### src/rtl/prog_mod_counter.sv
// Programmable modulus up/down counter with wrap, saturate and one-shot modes.
// Arithmetic is carried one bit wider than the count, so steps near 2**N-1 cannot overflow.
module prog_mod_counter #(
   parameter int N = 8
) (
   input  logic         clk,
   input  logic         rst,
   input  logic         syn_clr,
   input  logic         load,
   input  logic [N-1:0] d,
   input  logic         en,
   input  logic         up,
   input  logic [1:0]   mode,
   input  logic [N-1:0] limit,
   input  logic [N-1:0] step,
   output logic [N-1:0] q,
   output logic         max_tick,
   output logic         min_tick,
   output logic         wrap_tick,
   output logic         done
);

   typedef enum logic [1:0] {
      MODE_WRAP    = 2'd0,
      MODE_SAT     = 2'd1,
      MODE_ONESHOT = 2'd2,
      MODE_WRAP_B  = 2'd3
   } modeE;

   logic [N-1:0] cntQ, cntD;
   logic         tickQ, tickD;
   logic         doneQ, doneD;
   logic [N-1:0] stepEff;
   logic [N:0]   qx, sx, lx, limPlus1, raw, nxt;
   logic         isWrap, isOneShot;

   always_comb begin
      stepEff   = (step < limit) ? step : limit;
      qx        = {1'b0, cntQ};
      sx        = {1'b0, stepEff};
      lx        = {1'b0, limit};
      limPlus1  = lx + {{N{1'b0}}, 1'b1};
      raw       = qx + sx;
      isWrap    = (modeE'(mode) == MODE_WRAP) || (modeE'(mode) == MODE_WRAP_B);
      isOneShot = (modeE'(mode) == MODE_ONESHOT);
      nxt       = qx;
      cntD      = cntQ;
      tickD     = 1'b0;
      // done only survives while the counter stays in one-shot mode
      doneD     = isOneShot ? doneQ : 1'b0;
      if (syn_clr) begin
         cntD  = '0;
         doneD = 1'b0;
      end else if (load) begin
         cntD  = d;
         doneD = 1'b0;
      end else if (en && !doneQ) begin
         tickD = 1'b1;
         if (qx > lx) begin
            nxt = (isWrap && up) ? '0 : lx;
         end else if (up) begin
            if (raw > lx) begin
               nxt = isWrap ? (raw - limPlus1) : lx;
            end else begin
               nxt   = raw;
               tickD = 1'b0;
            end
         end else begin
            if (qx < sx) begin
               nxt = isWrap ? (qx + limPlus1 - sx) : '0;
            end else begin
               nxt   = qx - sx;
               tickD = 1'b0;
            end
         end
         cntD = nxt[N-1:0];
         if (isOneShot && (nxt == (up ? lx : '0))) begin
            doneD = 1'b1;
         end
      end
   end

   always_ff @(posedge clk) begin
      if (rst) begin
         cntQ  <= '0;
         tickQ <= 1'b0;
         doneQ <= 1'b0;
      end else begin
         cntQ  <= cntD;
         tickQ <= tickD;
         doneQ <= doneD;
      end
   end

   assign q         = cntQ;
   assign wrap_tick = tickQ;
   assign done      = doneQ;
   assign max_tick  = (cntQ == limit);
   assign min_tick  = (cntQ == '0);

endmodule

### config.mk
export PLATFORM = sky130hd
export DESIGN_NAME = prog_mod_counter
export DESIGN_NICKNAME = d
export VERILOG_FILES = /design/src/rtl/prog_mod_counter.sv
export SDC_FILE = /design/constraint.sdc
export NUM_CORES = 1
export LEC_CHECK = 0
export ABC_AREA = 1
export CORE_MARGIN = 2
export CORE_UTILIZATION = 40
export DETAILED_ROUTE_END_ITERATION = 12
export HOLD_SLACK_MARGIN = 0.05
export PLACE_DENSITY = 0.71
export SLEW_MARGIN = 25
export SYNTH_ARGS = -nofsm -noshare
export SYNTH_HDL_FRONTEND = slang
export SYNTH_SLANG_ARGS = --single-unit
### constraint.sdc
create_clock -name clk -period 6.3 [get_ports clk]
set_input_delay 0.63 -clock clk [delete_from_list [all_inputs] [get_ports clk]]
set_output_delay 0.63 -clock clk [all_outputs]
set_load 0.02 [all_outputs]
==> qor.csv, run 1 <==
stage,metric,value,unit
clock_tree,clock-pin slew on the worst setup and hold paths,0.05,ns
clock_tree,Root Buffer,clkbuf_8,
setup_path,R2R cell count,21,
setup_path,Critical-path top delay cell,clkdlybuf4s50_1,
setup_path,flop-to-flop setup slack,2.27,ns
timing,TNS Setup,0,ns
clock_tree,cts hold-fix bufs,0,
setup_path,endpoint of the worst-slack reg-to-reg timing path,done,
setup_path,worst flop-to-flop path startpoint,q[1],
grt,antenna violations before repair,0,
clock_tree,Max clock buf depth,2,
pwr,Reg power frac,9.0,%
routing,DR WL/cell,15.8,um
synth,top post-synthesis cells by area,"ha_1, nand2_1, inv_1",
timing,"Min Clock Period, post-route",5.81,ns
floorplanning,die width,101,um
routing,DR pass1 iterations,5,
routing,Vias,4333,
synth,cells after synthesis,624,
synth,synthesized flop and latch total,10,
floorplanning,number of I/O pins,44,
cells_and_area,Antenna Cells,0,
placement,HPWL after DPL,10200,um
synth,mux contribution to synthesized area,0,%
placement,Routability Congestion,1.03,
min_path,Hold Startpoint,done,
setup_path,crit path max fanout,12,
clock_tree,Num CTS Buffers,3,
synth,Adder-Cell Fraction of Synth Area,26.0,%
routing,vias per cell,5.59,
cells_and_area,post-layout util,47.6,%
timing,Final setup viols,0,
pwr,Clock power frac,9.6,%
clock_tree,CTS tree,done,
cells_and_area,layout cell share with drive strength beyond 1,6.48,%
pwr,NetSw,473,uW
placement,port bufs,43,
pwr,sw frac,55.4,%
synth,"Seq/Total Area, Yosys",5.29,%
flow_run,Max Cap Viol,0,
clock_tree,Clock Latency Late Sink,0.24,ns
routing,# DRC,0,
pwr,internal power,381,uW
setup_path,CP endpoint kind,register,
floorplanning,die area,10200,sq um
timing,maximum clock rate,172,MHz
run_status,status,"finished, final reports clean",
synth,leading area contributor after synthesis,ha_1,
grt,first-pass GRT wire length,19800,um
setup_path,Setup CP Type,input port to register,
min_path,Hold Path End,done,
routing,DR iter-0 viols,299,
synth,Yosys top cell area share,20.2,%
floorplanning,die height,101,um
pwr,VDD IR max,154,uV
setup_path,CP max stage delay,0.60,ns
pwr,Logic pwr share,81.5,%
routing,DRT Wirelength,12200,um
setup_path,startpoint types,input port,
synth,Synth Area in Simple Gates,38.9,%
timing,RSZ-0062 raised after global routing,false,
setup_path,Worst EP required,6.48,ns
floorplanning,row count,35,
clock_tree,H-tree Lvls,1,
cells_and_area,Syn-to-layout area delta,15.7,%
synth,complex-gate fraction of the synthesized area,12.6,%
synth,xor-xnor portion of the synthesized cell area,4.40,%
setup_path,WP data arrival,5.99,ns
pwr,Power per Cell Area,195,nW/um^2
floorplanning,core outline area,9200,sq um
synth,Post-synth EDFFs,0,
grt,vias in the first global route,4130,
grt,GRT Total Usage,24.3,%
synth,synthesized cell area,3780,sq um
clock_tree,CTS sink cnt,10,
timing,worst slew pin tran,0.835,ns
timing,max-slew violation count,0,
timing,Final Cycle Share,92.3,%
synth,largest family of logic cells by synthesized area,simple AND/OR/NAND/NOR gates,
floorplanning,Initial Util,41.1,%
cells_and_area,fin nets,769,
timing,"Hold Vio Cnt, Final",0,
timing,worst clock skew,0.00475,ns
routing,antenna-violating nets left,0,
synth,ys async rst share,0,%
synth,Avg Inst Size Synth,6.06,sq um
pwr,Static Leak,2.39,nW
synth,Synth cell types,43,
cells_and_area,cell area after layout,4380,sq um
synth,Main synth FF type,dfxtp_1,
synth,YS warnings,0,
min_path,depth of the worst hold-timing path,2,
grt,largest net degree at the start of global routing,23,
grt,gr ovfl total,0,
min_path,worst hold path type,register to register,
synth,Post-Syn Nets,728,
timing,Slew Limit Headroom,44.2,%
placement,placed cell area,4310,sq um
setup_path,Most Frequent Cell on Critical Path,nand2_1,
==> worst max-delay path by stage <==
stage,startpoint,depth (start not counted),slack [ns],end
floorplan,limit[1],33,1.20,done
global placement,limit[3],34,0.31,done
detailed placement,limit[3],32,0.17,done
CTS,limit[3],32,0.38,done
global route,limit[3],31,0.04,done
finish,limit[3],31,0.49,done
==> cells by family after synthesis <==
group | Yosys count
AO/OA/AOI/OAI | 77
flip-flops | 10
buffers and inverters | 117
adder cells (fa/ha/maj) | 72
XOR/XNOR | 19
AND/OR/NAND/NOR | 329
==> cell usage in the layout, fill, tap and decap left out, types with 4 or more instances in the layout <==
master	instances
fa_1	11
clkdlybuf4s50_1	43
dfxtp_1	10
inv_2	5
nand4_1	20
o21ai_1	6
xor2_1	11
nand2_1	194
a21oi_1	29
ha_1	61
o21a_1	4
buf_4	8
a31oi_1	9
xnor2_1	7
nand3_1	65
o21ai_0	13
inv_1	95
nand2_2	7
clkbuf_8	4
nor2_1	23
==> stage by stage <==
stage               setup WS (ns)  power, mW  hold slack [ns]  cells
floorplan                    1.20      0.583            0.548    624
global placement            0.313      0.741            0.470    771
detailed placement          0.171      0.753            0.472    771
CTS                         0.378      0.839            0.500    775
global route               0.0442      0.944            0.510    775
finish                      0.486      0.854            0.500    775
==> timing repair <==
item                                    in CTS  in global routing
endpoints found under the setup margin       0                  2
hold endpoints to repair                     0                  0
gates resized for setup                      0                  4
setup buffers                                0                  0
==> power by group through the flow <==
| stage | sequential (mW) | combinational, mW | clock, mW |
|---|---|---|---|
| after floorplan | 0.0768 | 0.506 | 0 |
| after CTS | 0.0765 | 0.680 | 0.0821 |
| after detailed placement | 0.0777 | 0.676 | 0 |
| after global routing | 0.0768 | 0.782 | 0.0846 |
| final | 0.0765 | 0.696 | 0.0816 |
| after global placement | 0.0777 | 0.663 | 0 |
==> flip-flops by register name, indices dropped and copies added (netlist names) <==
register / cells
wrap_tick: 1
q: 8
done: 1
==> cell usage after synthesis, types with 4 or more instances <==
cell,number
nand2_1,194
inv_1,95
nand3_1,65
ha_1,61
a21oi_1,29
nor2_1,23
nand4_1,20
o21ai_0,15
xor2_1,12
fa_1,11
dfxtp_1,10
a31oi_1,9
nand2_2,7
xnor2_1,7
clkbuf_1,6
buf_6,5
inv_2,5
o21ai_1,5
o21a_1,4
==> area by class of cell <==
cell class                      instances  area (sq um)
Multi-Input combinational cell        497          3110
Fill cell                             946          4820
Clock buffer                            4          55.1
Tap cell                              111           139
Inverter                              102           383
Timing Repair Buffer                   51           490
Sequential cell                        10           200
==> critical path, delay by kind of cell <==
| kind | cells | cell delay (ns) |
|---|---|---|
| and+or+nand+nor | 16 | 1.60 |
| buffers and inverters | 3 | 0.96 |
| adders and majority gates | 3 | 1.07 |
| AOI/OAI and AO/OA | 9 | 1.71 |
==> per-layer routing <==
| layer | track usage [%] | vias up | share of wire, % |
|---|---|---|---|
| met2 | 41.2 | 215 | 46 |
| met3 | 2.55 | 47 | 8.4 |
| met1 | 32.0 | 1962 | 41 |
| met5 | 0 | - | 0 |
| li1 | - | 2109 | - |
| met4 | 8.94 | 0 | 4.5 |
Power figures use the tool's default switching activity.
==> run 2, diff against run 1 <==
- GPL_TIMING_DRIVEN: default -> 1
==> results of run 2 <==
The final DEF is identical to that of run 1; final timing and power are the same.
